$ cat src/rtl/multi_alarm_clock.sv
// 24h BCD time-of-day clock with NUM_ALARMS alarm channels, ring timeout and optional snooze.
// Build option: define SNOOZE_EN to add the per-channel SNOOZE state and snooze counter.
module multi_alarm_clock #(
   parameter  int NUM_ALARMS  = 4,
   parameter  int CLK_PER_SEC = 1,
   parameter  int RING_SEC    = 60,
   parameter  int SNOOZE_MIN  = 5,
   localparam int AW          = (NUM_ALARMS > 1) ? $clog2(NUM_ALARMS) : 1
) (
   input  logic                  clk,
   input  logic                  reset,
   input  logic [1:0]            hour_in1,
   input  logic [3:0]            hour_in0,
   input  logic [3:0]            min_in1,
   input  logic [3:0]            min_in0,
   input  logic                  time_set,
   input  logic                  alarm_set,
   input  logic [AW-1:0]         alarm_sel,
   input  logic [NUM_ALARMS-1:0] alarm_on,
   input  logic                  stop,
   input  logic                  snooze,
   output logic [NUM_ALARMS-1:0] alarm,
   output logic                  alarm_any,
   output logic                  set_err,
   output logic [1:0]            hour_out1,
   output logic [3:0]            hour_out0,
   output logic [3:0]            min_out1,
   output logic [3:0]            min_out0,
   output logic [3:0]            sec_out1,
   output logic [3:0]            sec_out0
);

   localparam int PW = (CLK_PER_SEC > 1) ? $clog2(CLK_PER_SEC) : 1;
   localparam int RW = (RING_SEC > 1) ? $clog2(RING_SEC) : 1;

   localparam logic [1:0] ST_IDLE = 2'd0;
   localparam logic [1:0] ST_RING = 2'd1;
`ifdef SNOOZE_EN
   localparam logic [1:0] ST_SNZ  = 2'd2;
   localparam int SNZ_TICKS = SNOOZE_MIN * 60;
   localparam int SW = (SNZ_TICKS > 1) ? $clog2(SNZ_TICKS) : 1;
`else
   logic unused_snz;
   assign unused_snz = snooze | (SNOOZE_MIN < 1);
`endif

   logic [PW-1:0] pre_q, pre_d;
   logic [1:0]    h1_q, h1_d;
   logic [3:0]    h0_q, h0_d, m1_q, m1_d, m0_q, m0_d, s1_q, s1_d, s0_q, s0_d;
   logic [NUM_ALARMS-1:0][13:0] alm_q;
   logic [NUM_ALARMS-1:0]       ring;
   logic [NUM_ALARMS-1:0]       alarm_q;
   logic                        alarm_any_q, set_err_q, set_err_d;

   logic hr_ok, in_ok, sel_ok, ts_ok, as_ok, tick, adv, min_tick;
   logic [13:0] in_vec, t_next;

   assign hr_ok  = (hour_in1 < 2'd2 && hour_in0 <= 4'd9) || (hour_in1 == 2'd2 && hour_in0 <= 4'd3);
   assign in_ok  = hr_ok && (min_in1 <= 4'd5) && (min_in0 <= 4'd9);
   assign sel_ok = {1'b0, alarm_sel} < (AW+1)'(NUM_ALARMS);
   assign ts_ok  = time_set && in_ok;
   // time_set takes priority: a simultaneous alarm_set is dropped silently
   assign as_ok  = alarm_set && !time_set && in_ok && sel_ok;
   assign in_vec = {hour_in1, hour_in0, min_in1, min_in0};

   assign tick     = (pre_q == PW'(CLK_PER_SEC - 1));
   assign adv      = tick && !ts_ok;
   assign min_tick = adv && (s1_q == 4'd5) && (s0_q == 4'd9);
   assign t_next   = {h1_d, h0_d, m1_d, m0_d};

   assign set_err_d = (time_set && !in_ok) || (alarm_set && !time_set && !(in_ok && sel_ok));

   always_comb begin
      pre_d = tick ? '0 : pre_q + PW'(1);
      h1_d = h1_q; h0_d = h0_q; m1_d = m1_q; m0_d = m0_q; s1_d = s1_q; s0_d = s0_q;
      if (ts_ok) begin
         pre_d = '0;
         h1_d = hour_in1; h0_d = hour_in0; m1_d = min_in1; m0_d = min_in0;
         s1_d = '0; s0_d = '0;
      end else if (tick) begin
         s0_d = s0_q + 4'd1;
         if (s0_q == 4'd9) begin
            s0_d = '0;
            s1_d = s1_q + 4'd1;
            if (s1_q == 4'd5) begin
               s1_d = '0;
               m0_d = m0_q + 4'd1;
               if (m0_q == 4'd9) begin
                  m0_d = '0;
                  m1_d = m1_q + 4'd1;
                  if (m1_q == 4'd5) begin
                     m1_d = '0;
                     h0_d = h0_q + 4'd1;
                     if (h1_q == 2'd2 && h0_q == 4'd3) begin
                        h1_d = '0;
                        h0_d = '0;
                     end else if (h0_q == 4'd9) begin
                        h0_d = '0;
                        h1_d = h1_q + 2'd1;
                     end
                  end
               end
            end
         end
      end
   end

   always_ff @(posedge clk) begin
      if (!reset) begin
         pre_q <= '0;
         h1_q <= '0; h0_q <= '0; m1_q <= '0; m0_q <= '0; s1_q <= '0; s0_q <= '0;
         alm_q       <= '0;
         alarm_q     <= '0;
         alarm_any_q <= 1'b0;
         set_err_q   <= 1'b0;
      end else begin
         pre_q <= pre_d;
         h1_q <= h1_d; h0_q <= h0_d; m1_q <= m1_d; m0_q <= m0_d; s1_q <= s1_d; s0_q <= s0_d;
         if (as_ok) alm_q[alarm_sel] <= in_vec;
         alarm_q     <= ring;
         alarm_any_q <= |ring;
         set_err_q   <= set_err_d;
      end
   end

   for (genvar g = 0; g < NUM_ALARMS; g++) begin : g_ch
      logic [1:0]    st_q, st_d;
      logic [RW-1:0] rc_q, rc_d;
      logic          hit;
`ifdef SNOOZE_EN
      logic [SW-1:0] sc_q, sc_d;
`endif

      // match only on a tick that rolls the seconds over onto the alarm minute
      assign hit     = min_tick && alarm_on[g] && (t_next == alm_q[g]);
      assign ring[g] = (st_q == ST_RING);

      always_comb begin
         st_d = st_q;
         rc_d = rc_q;
`ifdef SNOOZE_EN
         sc_d = sc_q;
`endif
         case (st_q)
            ST_RING: begin
               if (stop || !alarm_on[g]) st_d = ST_IDLE;
`ifdef SNOOZE_EN
               else if (snooze) begin
                  st_d = ST_SNZ;
                  sc_d = '0;
                  rc_d = '0;
               end
`endif
               else if (adv) begin
                  if (rc_q == RW'(RING_SEC - 1)) st_d = ST_IDLE;
                  else rc_d = rc_q + RW'(1);
               end
            end
`ifdef SNOOZE_EN
            ST_SNZ: begin
               if (stop || !alarm_on[g]) st_d = ST_IDLE;
               else if (hit) begin
                  st_d = ST_RING;
                  rc_d = '0;
               end else if (adv) begin
                  if (sc_q == SW'(SNZ_TICKS - 1)) begin
                     st_d = ST_RING;
                     rc_d = '0;
                  end else sc_d = sc_q + SW'(1);
               end
            end
`endif
            default: begin
               st_d = ST_IDLE;
               if (hit) begin
                  st_d = ST_RING;
                  rc_d = '0;
               end
            end
         endcase
      end

      always_ff @(posedge clk) begin
         if (!reset) begin
            st_q <= ST_IDLE;
            rc_q <= '0;
`ifdef SNOOZE_EN
            sc_q <= '0;
`endif
         end else begin
            st_q <= st_d;
            rc_q <= rc_d;
`ifdef SNOOZE_EN
            sc_q <= sc_d;
`endif
         end
      end
   end

   assign alarm     = alarm_q;
   assign alarm_any = alarm_any_q;
   assign set_err   = set_err_q;
   assign hour_out1 = h1_q;
   assign hour_out0 = h0_q;
   assign min_out1  = m1_q;
   assign min_out0  = m0_q;
   assign sec_out1  = s1_q;
   assign sec_out0  = s0_q;

endmodule

$ cat config.mk
export PLATFORM = sky130hd
export DESIGN_NAME = multi_alarm_clock
export DESIGN_NICKNAME = d
export VERILOG_FILES = /design/src/rtl/multi_alarm_clock.sv
export SDC_FILE = /design/constraint.sdc
export NUM_CORES = 1
export LEC_CHECK = 0
export ABC_AREA = 1
export CORE_MARGIN = 4
export CORE_UTILIZATION = 41
export DETAILED_ROUTE_END_ITERATION = 10
export DONT_BUFFER_PORTS = 1
export PLACE_DENSITY = 0.54
export REMOVE_ABC_BUFFERS = 1
export SLEW_MARGIN = 20
export SYNTH_ARGS = -nofsm -noshare
export SYNTH_HDL_FRONTEND = slang
export SYNTH_SLANG_ARGS = --single-unit
$ cat constraint.sdc
create_clock -name clk -period 2.2 [get_ports clk]
set_clock_uncertainty 0.15 [all_clocks]
set_input_delay 0.33 -clock clk [delete_from_list [all_inputs] [get_ports clk]]
set_output_delay 0.33 -clock clk [all_outputs]
set_load 0.01 [all_outputs]
# ---- Word level (Yosys, flattened, before mapping)
# Cells that the tools add are included.
dict set report totals {
  reg_bits 117
  inputBits 26
  out_inout_bits 28
}
dict set report op_classes {
  addsub 11
  order_cmp 7
  n_eq_ne 40
  n_mux 72
  bitwise_logic 2
  reduce_logical 51
}
# cell n
set ops {}
lappend ops {{6-bit two-way mux} 20}
lappend ops {{4-bit two-way mux} 21}
lappend ops {{56-bit bitwise mux} 1}
lappend ops {{14-bit equality test} 4}
lappend ops {{2-bit two-way mux} 24}
lappend ops {{14-bit demux with 2-bit select} 1}
lappend ops {{6-bit by 1-bit adder with 6-bit output, second input constant} 4}
lappend ops {{6-bit equality test, second input constant} 4}
lappend ops {{3-bit by 1-bit inequality test with 1-bit output, second input constant} 8}
lappend ops {{1-bit logical AND} 22}
lappend ops {{4-bit by 1-bit adder with 4-bit output, second input constant} 5}
lappend ops {{2-bit inequality test, second input constant} 8}
lappend ops {{4-bit AND reduction} 4}
lappend ops {{14-bit two-way mux} 1}
lappend ops {{4-bit equality test, second input constant} 3}
lappend ops {{2-bit AND reduction} 5}
lappend ops {{2-bit by 1-bit equality test with 1-bit output, second input constant} 4}
lappend ops {{4-bit by 3-bit equality test with 1-bit output, second input constant} 2}
lappend ops {{4-bit <= comparator, second input constant} 2}
lappend ops {{2-bit by 1-bit inequality test with 1-bit output, second input constant} 4}
lappend ops {{2-bit nonzero test} 4}
lappend ops {{1-bit logical NOT} 7}
lappend ops {{1-bit logical OR} 6}
lappend ops {{2-bit equality test, second input constant} 2}
lappend ops {{other kinds (13)} 17}

# ---- Logic depth before layout (Yosys ltp)
# Gate-level depths: netlist (run 1).
dict set report logic_depth {
  ltp_word 14
  mapped_depth 20
}

# ---- Worst setup path before layout (run 1)
# OpenSTA, ideal clock, no wires.
dict set report synth_path {
  path_type {reg-to-reg}
  startpoint {register m0_q[0] (netlist: min_out0[0])}
  endpoint {register g_ch[1].rc_q[0]}
  t_arrival_ns 2.066
  required_time_ns 1.938
  setup_slack_ns -0.129
  stages_incl_launch_ff 19
  n_path_buf 0
  period_less_slack_ns 2.329
  cell_sequence {dfxtp_1 ha_1 nand2_1 nor2_4 nand2_2 inv_1 nand3_1 nand2_1 nand3_2 nand2_1 nand2_1 nand2_1 nand2_1 nor2_1 nand3_2 nand2_4 nor2_1 nand2_1 nand2_1}
}
dict set report synth_between {
  elab_chain_len 10
  word_cells_on_any_way 26
}
# item line
set synth_rtl {}
lappend synth_rtl {{start, declared} 49} ;# logic [3:0] h0_q, h0_d, m1_q, m1_d, m0_q, m0_d, s1_q, s1_d, s0_q, s0_d;
lappend synth_rtl {{start signal, assigned} 111} ;# h1_q <= '0; h0_q <= '0; m1_q <= '0; m0_q <= '0; s1_q <= '0; s0_q <= '0;
lappend synth_rtl {{start signal, assigned} 118} ;# h1_q <= h1_d; h0_q <= h0_d; m1_q <= m1_d; m0_q <= m0_d; s1_q <= s1_d; s0_q <= s0_d;
lappend synth_rtl {{4-bit by 1-bit adder with 4-bit output / 4-bit equality test (equally long branches)} {87, 88}}
lappend synth_rtl {{4-bit two-way mux / 2-bit two-way mux (equally long branches)} 88} ;# if (m0_q == 4'd9) begin
lappend synth_rtl {{4-bit two-way mux / 2-bit two-way mux (equally long branches)} 85} ;# if (s1_q == 4'd5) begin
lappend synth_rtl {{4-bit two-way mux / 2-bit two-way mux (equally long branches)} 82} ;# if (s0_q == 4'd9) begin
lappend synth_rtl {{4-bit two-way mux / 2-bit two-way mux (equally long branches)} 80} ;# end else if (tick) begin
lappend synth_rtl {{4-bit two-way mux / 2-bit two-way mux (equally long branches)} 76} ;# if (ts_ok) begin
lappend synth_rtl {{14-bit equality test *} 135} ;# assign hit = min_tick && alarm_on[g] && (t_next == alm_q[g]);
lappend synth_rtl {{1-bit logical AND *} 135}
lappend synth_rtl {{2-bit nonzero test (no source line) *} n/a}
lappend synth_rtl {{4-bit AND reduction (no source line) *} n/a}
lappend synth_rtl {{end signal, assigned} 192} ;# rc_q <= rc_d;
lappend synth_rtl {{end, declared} 128} ;# logic [RW-1:0] rc_q, rc_d;
# Every way passes the cells marked *; elsewhere a longest branch is shown, timed or not.
# A chain may end at the register's enable or synchronous reset.

# ---- Final worst setup path (run 1)
dict set report layout_path {
  startpoint {register m0_q[1] (netlist: min_out0[1])}
  endpoint {register g_ch[1].rc_q[3]}
}
# The elaborated chain is that of the path after synthesis.

==> metrics.md, run 1 <==
| Metric | Value |
|---|---|
| ANT nets after route | `0` |
| Final Hold Vio Count | `0` |
| Critical-path top delay cell | `dfxtp_2` |
| Slowest stage delay, CP | `0.33 ns` |
| Hold crit path type | `in2reg` |
| Max-slew violation count | `0` |
| Setup TNS | `-7.59 ns` |
| I/O pin count | `54` |
| Initial core utilization | `42.1%` |
| Placed Cells | `1279` |
| Achievable frequency | `394 MHz` |
| Most common flop cell mapped by yosys | `dfxtp_1` |
| Cell count after synthesis | `964` |
| H-Tree Depth | `4` |
| Vias in the first global route | `6300` |
| CP top delay family | `simple AND/OR/NAND/NOR gates` |
| Dpl hpwl | `14300 um` |
| Mean cell area of the mapped netlist | `6.68 um^2` |
| Final wirelength | `20200 um` |
| Final Cycle Share | `115%` |
| Wire per inst | `15.1 um` |
| Synth Register Bits | `113` |
| GRT Total Usage | `22.9%` |
| Setup WS post-layout | `-0.341 ns` |
| Setup-failing EPs final | `28` |
| Hold path depth | `3` |
| Worst slew pin tran | `0.590 ns` |
| Ys async rst share | `0%` |
| Launching element type of the critical path | `flip-flop` |
| Most frequent cells in the layout | `180 x nand2_1, 132 x buf_4, 110 x inv_1` |
| Clock period minus worst slack | `2.54 ns` |
| CP bufs+invs | `4` |
| Commonest non-fill, non-tap cell in the layout | `nand2_1` |
| Crit Path Category | `reg2reg` |
| Gr ovfl total | `0` |
| Peak VDD IR | `0.585 mV` |
| Unrepaired setup endpoints after global routing | `true` |
| Switch Pwr | `1.36 mW` |
| Die Area | `0.0178 mm^2` |
| P_int | `4.38 mW` |
| Buffers on Ports | `0` |
| Vias per inst | `5.02` |
| Clock Pin Slew Worst Setup and Hold Paths | `0.06 ns` |
| Post-synth EDFFs | `0` |
| Clock Sinks | `113` |
| Power share of the sequential group | `36.3%` |
| Final Wtd Congestion | `0.867` |
| # diodes | `0` |
| Logic gate share of total power | `9.0%` |
| CP required | `2.36 ns` |
| Cell area after synthesis | `0.00644 mm^2` |
| Synth cell types | `37` |
| Yosys Warn Count | `0` |
| Crit end category | `flip-flop` |
| Sequential area share after synthesis | `35.1%` |
| Post-Place Cell Area | `0.00759 mm^2` |
| Clk_lat worst skew | `0.42 ns` |
| Row count | `45` |
| Largest net degree at the start of global routing | `63` |
| Critical path, cell by cell | `inv_2 > ha_4 > nand2_4 > nor2_4 > buf_6 > nand2_2 > nand2_1 > nand2_1 > nand3_2 > nand2_4 > buf_6 > nand3_2 > nand2_1 > nor2_1 > nand2_1 > nor2_4 > nand3_4 > buf_4 > nand3_1 > a21oi_1` |
| Post-route DRC | `0` |
| CTS tree | `yes` |
| Switching share of power | `23.7%` |
| Num CTS Buffers | `17` |
| Violated checks | `setup timing` |
| 1st-iter DRT viols | `503` |
| First-pass GRT wire length | `32600 um` |
| Depth of the most critical reg-to-reg path | `20` |
| Initial antenna violation count | `0` |
| DIE HEIGHT | `133 um` |
| Layout cells sized above 1 | `30.7%` |
| Crit-path max FO | `6` |
| WP data arrival | `2.70 ns` |
| Clk network pwr share | `54.7%` |
| Max-Cap Viols | `0` |
| Nets | `1155` |
| Fin area | `0.00914 mm^2` |
| Clock buffer depth | `2` |
| LEAKAGE | `3.99 nW` |
| Levels on crit path | `20` |
| Worst path most repeated cell | `nand2_1` |
| 1st-pass router iterations | `5` |
| Status | `finished with violations` |
| Area added between synthesis and finish | `41.8%` |
| Chip width | `133 um` |
| Total number of vias | `6739` |
| Core area | `0.0153 mm^2` |
| Final Non-Filler Cells | `1342` |
| Rel. slew slack | `60.3%` |
| Clk Tree Root Cell | `clkbuf_16` |
| Pwr/cell area | `629 mW/mm^2` |
## repair_timing
| item | 4_1_cts | 5_1_grt |
|---|---|---|
| pin swaps | 32 | 28 |
| gates cloned | 0 | 1 |
| buffers inserted | 7 | 10 |
| gates resized for setup | 95 | 52 |
| endpoints found under the hold margin | 65 | 0 |
| hold buffers | 13 | 0 |
| endpoints found under the setup margin | 28 | 28 |
## worst min-delay path, stage by stage
cell and delay, ns:
nor3_1 0.04, o21ai_0 0.11, a21oi_2 0.07
## flip-flops by register name, indices dropped and copies added (netlist names)
name / flops
alarm: 4
hour_out1: 2
set_err: 1
min_out0: 4
sec_out1: 4
pre_q: 1
sec_out0: 4
min_out1: 4
hour_out0: 4
g_ch.st_q: 4
alarm_any: 1
g_ch.rc_q: 24
alm_q: 56
## area by class of cell
class / instances / area, um^2
Inverter: 124 / 465
Clock inverter: 12 / 204
Tap cell: 211 / 264
Multi-Input combinational cell: 703 / 4130
Sequential cell: 113 / 2270
Clock buffer: 20 / 467
Timing Repair Buffer: 159 / 1340
Fill cell: 1495 / 6180
## routing by layer
layer | track usage, % | part of all wire, % | vias to the layer above
met5 | 0 | 0 | -
met2 | 35.4 | 45 | 155
met1 | 32.2 | 48 | 3101
li1 | - | - | 3462
met3 | 5.89 | 5.6 | 21
met4 | 5.14 | 1.5 | 0
## power groups by stage
| stage | registers (mW) | clock network, mW | logic (mW) |
|---|---|---|---|
| after floorplan | 2.13 | 0 | 0.223 |
| after global placement | 2.13 | 0 | 0.413 |
| after detailed placement | 2.13 | 0 | 0.412 |
| after CTS | 2.08 | 3.18 | 0.493 |
| after global routing | 2.09 | 3.29 | 0.565 |
| final | 2.08 | 3.14 | 0.520 |
## kinds of logic (layout without fill, tap and decap cells)
group	Yosys count	after routing	share of synthesized area [%]
buffers and inverters	148	315	9.30
other	1	1	0.0582
AOI/OAI and AO/OA	150	150	12.2
xor gates and xnor gates	18	18	2.45
and+or+nand+nor	523	523	38.8
adders and majority gates	11	11	2.14
DFF	113	113	35.1
## metrics by stage
stage	hold WS, ns	power (mW)	setup slack, ns	util (%)
floorplan	0.269	2.35	-0.518	-
global placement	0.292	2.54	-0.379	49.6
detailed placement	0.288	2.54	-0.414	49.6
CTS	0.0149	5.76	-0.245	57.7
global route	0.0329	5.94	-0.461	59.6
finish	0.0209	5.74	-0.341	59.6
## final timing paths
check	start	end	slack, ns
max	min_out0[1]	g_ch[1].rc_q[3]	-0.34
max reg2reg	min_out0[1]	g_ch[1].rc_q[3]	-0.34
min reg2reg	g_ch[0].st_q[0]	alarm[0]	0.29
min	stop	g_ch[1].st_q[0]	0.02
## Yosys cell counts (6+ instances only)
master    count  share of area [%]
nor2_4        6                1.0
nand2_2      25                2.4
dfxtp_1     113                 35
o21ai_0      61                4.7
clkbuf_1     17               0.99
xor2_1       14                1.9
ha_1         11                2.1
nor3_1       19                1.5
a21oi_1      79                6.1
nand2_1     211                 12
nand4_1      14                1.4
nand3b_1      9                1.0
nand3_1     123                9.6
inv_1       115                6.7
nor2_2        9               0.87
inv_2         6               0.35
nor2_1       82                4.8
nand3_2      11                1.7
Note: power is estimated with default switching activity, not from simulation.
==> inputs of run 2 (changes only) <==
--- a/config.mk
+++ b/config.mk
@@ -11,6 +11,7 @@
 export DETAILED_ROUTE_END_ITERATION = 10
 export DONT_BUFFER_PORTS = 1
 export PLACE_DENSITY = 0.54
+export RECOVER_POWER = 25
 export REMOVE_ABC_BUFFERS = 1
 export SLEW_MARGIN = 20
 export SYNTH_ARGS = -nofsm -noshare
==> results of run 2 <==
No change in the layout: final DEF, timing and power equal those of run 1.
==> inputs of run 3 (changes only) <==
--- a/config.mk
+++ b/config.mk
@@ -6,7 +6,6 @@
 export NUM_CORES = 1
 export LEC_CHECK = 0
 export ABC_AREA = 1
-export CORE_MARGIN = 4
 export CORE_UTILIZATION = 41
 export DETAILED_ROUTE_END_ITERATION = 10
 export DONT_BUFFER_PORTS = 1
==> run 3 against run 2 <==
  * The flow still finishes with violations (setup timing)
  * Utilization up 0.83 points
  * Sequential power about the same
  * Non-clock buffer count up 11
  * Global-route usage up 2.9 points
  * Combinational power up 5.4%
  * Clock power down 18%
  * Cell count up 0.75%
  * Count of clock-buffer cells in the layout unchanged
  * Maximum frequency up 1.8%
  * Register-to-register slack better by 0.04 ns
==> metrics.md, run 3 (synthesis gave the netlist of run 1 again) <==
| Metric | Value |
|---|---|
| Num CTS Buffers | `17 (unchanged)` |
| Final Hold Vio Count | `0 (unchanged)` |
| Violated checks | `setup timing` |
| Largest register FFs | `56 (unchanged)` |
| WP data arrival | `2.65 ns (-0.05 ns)` |
| Clk_lat worst skew | `0.42 ns (about the same)` |
| First-pass GRT wire length | `32300 um (-0.85%)` |
| Most frequent cells in the layout | `170 x nand2_1, 139 x buf_4, 110 x inv_1` |
| Clock Sinks | `113 (unchanged)` |
| Row count | `45 (unchanged)` |
| Power share of the sequential group | `40.0% (+3.7 points)` |
| DIE HEIGHT | `127 um (-4.5%)` |
| Crit end category | `flip-flop` |
| Initial core utilization | `42.2% (+0.16 points)` |
| Status | `finished with violations` |
| Fin area | `0.00923 mm^2 (+1.0%)` |
| Dpl hpwl | `14200 um (-0.34%)` |
| I/O pin count | `54 (unchanged)` |
| Crit Path Category | `reg2reg` |
| CP required | `2.36 ns (about the same)` |
| Nets | `1166 (+0.95%)` |
| Post-route DRC | `0 (unchanged)` |
| Unrepaired setup endpoints after global routing | `true` |
| Launching element type of the critical path | `flip-flop` |
| Buffers on Ports | `0 (unchanged)` |
| Switching share of power | `25.6% (+1.8 points)` |
| Clock period minus worst slack | `2.50 ns (-0.0444 ns)` |
| CTS tree | `yes` |
| Switch Pwr | `1.33 mW (-2.2%)` |
| Final wirelength | `20300 um (+0.37%)` |
| LEAKAGE | `3.98 nW (about the same)` |
| ANT nets after route | `0 (unchanged)` |
| Setup-failing EPs final | `28 (unchanged)` |
| Commonest non-fill, non-tap cell in the layout | `nand2_1` |
| 1st-pass router iterations | `5 (unchanged)` |
| Clock Pin Slew Worst Setup and Hold Paths | `0.06 ns (about the same)` |
| 1st-iter DRT viols | `401 (-20%)` |
| GRT Total Usage | `25.8% (+2.9 points)` |
| Top reg by flops | `alm_q` |
| Crit-path max FO | `4 (-2)` |
| Setup WS post-layout | `-0.297 ns (+0.0444 ns)` |
| Post-Place Cell Area | `0.00767 mm^2 (+1.1%)` |
| Max-slew violation count | `0 (unchanged)` |
| Vias per inst | `5.01 (-0.28%)` |
| Core area | `0.0153 mm^2 (-0.37%)` |
| P_int | `3.88 mW (-11%)` |
| Die Area | `0.0162 mm^2 (-8.8%)` |
| Gr ovfl total | `0 (unchanged)` |
| Max-Cap Viols | `0 (unchanged)` |
| Clk Tree Root Cell | `clkbuf_16` |
| Clock buffer depth | `2 (unchanged)` |
| Total number of vias | `6770 (+0.46%)` |
| Final Wtd Congestion | `0.884 (+2.0%)` |
| Pwr/cell area | `565 mW/mm^2 (-10%)` |
| Final Cycle Share | `113% (-2.0 points)` |
| Setup TNS | `-6.83 ns (+0.758 ns)` |
| Largest net degree at the start of global routing | `63 (unchanged)` |
| Achievable frequency | `401 MHz (+1.8%)` |
| Layout cells sized above 1 | `32.7% (+2.0 points)` |
| # diodes | `0 (unchanged)` |
| Clk network pwr share | `49.5% (-5.2 points)` |
| Hold crit path type | `in2reg` |
| Initial antenna violation count | `0 (unchanged)` |
| Vias in the first global route | `6351 (+0.81%)` |
| Peak VDD IR | `0.509 mV (-13%)` |
| H-Tree Depth | `4 (unchanged)` |
| Area added between synthesis and finish | `43.3%` |
| Chip width | `127 um (-4.5%)` |
| Wire per inst | `15.0 um (-0.37%)` |
| Logic gate share of total power | `10.5% (+1.5 points)` |
| Leading registers by flop count | `alm_q x56, g_ch.rc_q x24` |
[run 3: worst max-delay path, stage by stage, from the launching register on]
cell and delay [ns]:
dfxtp_2 0.32, inv_2 0.06, ha_4 0.15, nand3_2 0.09
nor2_4 0.19, nand2_4 0.10, buf_4 0.15, nand3_4 0.07
nand2_4 0.08, buf_6 0.13, nand3_1 0.06, nand4_1 0.18
nor2_4 0.20, nand3_4 0.14, buf_6 0.15, nand3_1 0.07
a21oi_2 0.07
[run 3: layout make-up]
cell class                 count  area (um^2)
timing repair buffer         170         1430
clock inverter                11         90.1
clock buffer                  20          457
tap                          211          264
inverter                     124          468
sequential                   113         2270
multi-input combinational    703         4250
fill                        1452         6030
[run 3: final timing paths]
path,startpoint,slack [ns],cells past startpoint,end
hold reg to reg,g_ch[0].st_q[0],0.30,2,alarm[0]
hold / removal,min_in0[1],0.01,3,alm_q[15]
setup reg to reg,min_out0[1],-0.30,16,g_ch[2].rc_q[5]
setup / recovery,min_out0[1],-0.30,16,g_ch[2].rc_q[5]
[run 3: layer usage]
layer  GRT usage (%)  share of wire [%]
met4            8.33                1.8
met5               0                  0
met2            40.2                 45
met1            35.4                 49
met3            5.49                4.4
[run 3: per-stage QoR]
| stage | total power [mW] | hold slack [ns] | setup WS [ns] | instances | utilization (%) |
|---|---|---|---|---|---|
| after floorplan | 2.35 | 0.269 | -0.518 | 940 | - |
| after global placement | 2.54 | 0.292 | -0.431 | 1290 | 50.3 |
| after detailed placement | 2.54 | 0.298 | -0.405 | 1290 | 50.3 |
| after CTS | 5.21 | 0.00633 | -0.259 | 1341 | 57.6 |
| after global routing | 5.40 | 0.0151 | -0.454 | 1352 | 60.5 |
| final | 5.21 | 0.0138 | -0.297 | 1352 | 60.5 |
[run 3: power by group through the flow]
stage / Combinational [mW] / Clock (mW) / Sequential, mW
after floorplan: 0.223 / 0 / 2.13
after global placement: 0.419 / 0 / 2.12
after detailed placement: 0.419 / 0 / 2.13
after CTS: 0.514 / 2.61 / 2.08
after global routing: 0.595 / 2.72 / 2.09
final: 0.548 / 2.58 / 2.08
[run 3: repair_timing]
item | CTS | global route
resized for setup | 96 | 86
hold endpoints to repair | 65 | 0
setup buffers | 11 | 11
cloned | 0 | 0
hold buffers | 9 | 0
endpoints found under the setup margin | 28 | 28
pin swaps | 60 | 71
==> patch: new RTL, flow settings as in run 1 <==
Add a define of `SNOOZE_EN`.
--- a/src/rtl/multi_alarm_clock.sv
+++ b/src/rtl/multi_alarm_clock.sv
@@ -1,5 +1,7 @@
 // 24h BCD time-of-day clock with NUM_ALARMS alarm channels, ring timeout and optional snooze.
 // Build option: define SNOOZE_EN to add the per-channel SNOOZE state and snooze counter.
+`define SNOOZE_EN
+
 module multi_alarm_clock #(
    parameter  int NUM_ALARMS  = 4,
    parameter  int CLK_PER_SEC = 1,
Behaviour: no difference found for any inputs over 10 cycles, from zero or initial values and one cycle with reset low; that may be too few to reach the edited logic, so the function may still have changed.
==> patch against run 1 <==
The run still ends with negative setup slack left. Area after synthesis is 43% higher. Highest routed layer unchanged. Combinational power is 1% higher. Critical path type unchanged. Worst hold slack worse by 7.2 ps. Setup slack worse by 190 ps. Routed wire length is 39% higher. Global-route usage is 0.34 points lower. Sequential share of layout area is 0.12 points higher. Largest cell class unchanged. Cell count is 39% higher. Sequential cell count is 40 higher. Synthesized cell count is 46% higher. Power is 13% higher. Final area is 35% higher.
==> patch: results (changes against run 1) <==
via count of the first global-routing pass 8693 (+38%); setup slack after layout -529 ps (-189 ps); total half-perimeter wirelength after legalization and detailed placement 19200 µm (+34%); first-pass iteration count of the detailed router 5 (unchanged); largest registers ranked by flip-flop count alm_q: 56 flops, g_ch.sc_q: 36 flops, g_ch.rc_q: 24 flops; CTS Root Buffer Type sky130_fd_sc_hd__clkbuf_16; ratio of cells with drive above 1 in the final layout 27.1% (-3.5 points); total of warnings raised by yosys 0 (unchanged); met2 wire length 11900 µm (+32%); outcome finished, violations left; maximum level of the CTS H-tree 4 (unchanged); latest clock arrival within the worst-skew pair 430 ps; total of fill cells in the finished design 2098 (+40%); largest net degree at the start of global routing 67 (+6.3%); cell types occupying the most area after synthesis sky130_fd_sc_hd__dfxtp_1 33%, sky130_fd_sc_hd__nand2_1 13%, sky130_fd_sc_hd__nand3_1 7.7%; cell with the biggest individual delay on the critical path sky130_fd_sc_hd__dfxtp_2; async set-or-reset flop fraction in the synthesized netlist 0% (unchanged); number of unique standard cell types used by synthesis 43 (+16%); most frequent cells after synthesis 315 x sky130_fd_sc_hd__nand2_1, 172 x sky130_fd_sc_hd__inv_1, 153 x sky130_fd_sc_hd__dfxtp_1; number of pins exceeding their max-slew limit in the final report 0 (unchanged); Hold Path Class input port to flip-flop; violated checks negative setup slack; worst setup slack after placement -767 ps (-354 ps); routed wire length per instance 15.0 µm (-0.23%); Pleak 5.03 nW (+26%); NumNets Final 1620 (+40%); main flop type after synthesis sky130_fd_sc_hd__dfxtp_1; routability congestion estimate from global placement 0.906 (+4.5%); buffer depth of the longest clock path 2 (unchanged); final total negative setup slack -31190 ps (-23600 ps); Port Buf Inserts 0 (unchanged); worst stage delay on the critical path ~340 ps; total global-route track usage 22.5% (-0.34 points); met1 layer wirelength in the final routing 14100 µm (+44%); IR drop worst, VDD 0.475 mV (-19%); maximum fanout along the worst path 6 (unchanged); global-route wire length before repair 45100 µm (+38%); max_slew headroom 44.8% (-15 points); WL met3 1610 µm (+42%); Worst EP arrival 2890 ps (+190 ps); final setup violating endpoints 68 (+140%); uppermost signal routing layer after detailed routing met4; number of antenna violations at the first check in global routing 0 (unchanged); via count normalized by instance count 5.11 (+1.8%); initial DRC count 717 (+43%); proportion of synthesized chip area in sequential cells 33.2% (-1.9 points); total clock buffers created by CTS 17 (unchanged); diode count 0 (unchanged); CTS clk-pin slew, worst paths approximately 70 ps
==> patch: area by class of cell <==
class / instances / share of cell area [%]
clock buffers: 19 / 3.59
clock inverters: 13 / 1.47
inverters: 184 / 5.77
multi-input cells: 1033 / 48.9
flip-flops and latches: 153 / 25.0
well taps: 280 / 2.84
repair buffers: 182 / 12.4
==> patch: routing by layer <==
metal	global-route usage [%]	up-vias
met3	4.59	37
met2	33.3	222
li1	-	4934
met5	0	-
met4	5.52	0
met1	33.6	4340
==> patch: worst max-delay path, delay by kind of cell (launching register included) <==
kind | cells | cell delay [ps]
fa+ha+maj | 1 | 150
buf+inv | 4 | 420
flops | 1 | 340
simple gates | 18 | 1540
==> patch: cell families (layout without fill, tap and decap cells) <==
group / Yosys count / in the layout / synth area share [%]
fa+ha+maj: 23 / 23 / 3.12
flops: 153 / 153 / 33.2
other cells: 1 / 1 / 0.0406
xor+xnor: 26 / 26 / 2.47
simple gates: 772 / 775 / 40.0
compound gates: 205 / 205 / 11.5
buf+inv: 220 / 398 / 9.38
mux: 3 / 3 / 0.325
==> patch: stage by stage <==
stage,area [µm²],hold WS (ps),utilization (%),instances
after CTS,11900,0.0624,54.4,1858
after detailed placement,10600,306,48.4,1801
after floorplan,9060,278,-,1367
final,12300,13.7,56.1,1864
after global placement,10600,302,48.4,1801
after global routing,12300,3.30,56.1,1864
==> patch: what timing repair did <==
item	CTS	global route
pin swaps	44	55
hold endpoints to repair	85	0
hold buffers	11	0
setup endpoints to repair	68	69
setup buffers	11	6
gates resized for setup	117	86
gates cloned	3	0
==> patch: path summary, 6_finish.rpt <==
check,start,cells after the start,endpoint
max,min_out1[1]$_SDFF_PN0_,23,g_ch[2].sc_q[1]$_SDFFE_PN0P_
max reg2reg,min_out1[1]$_SDFF_PN0_,23,g_ch[2].sc_q[1]$_SDFFE_PN0P_
min,reset,4,g_ch[3].sc_q[2]$_SDFFE_PN0P_
min reg2reg,alm_q[34]$_SDFFE_PN0P_,2,alm_q[34]$_SDFFE_PN0P_
==> patch: power breakdown <==
group | leakage (nW) | internal (mW) | switching, mW
registers | 1.24 | 2.79 | 0.0161
logic | 3.49 | 0.199 | 0.327
clock network | 0.303 | 1.85 | 1.33
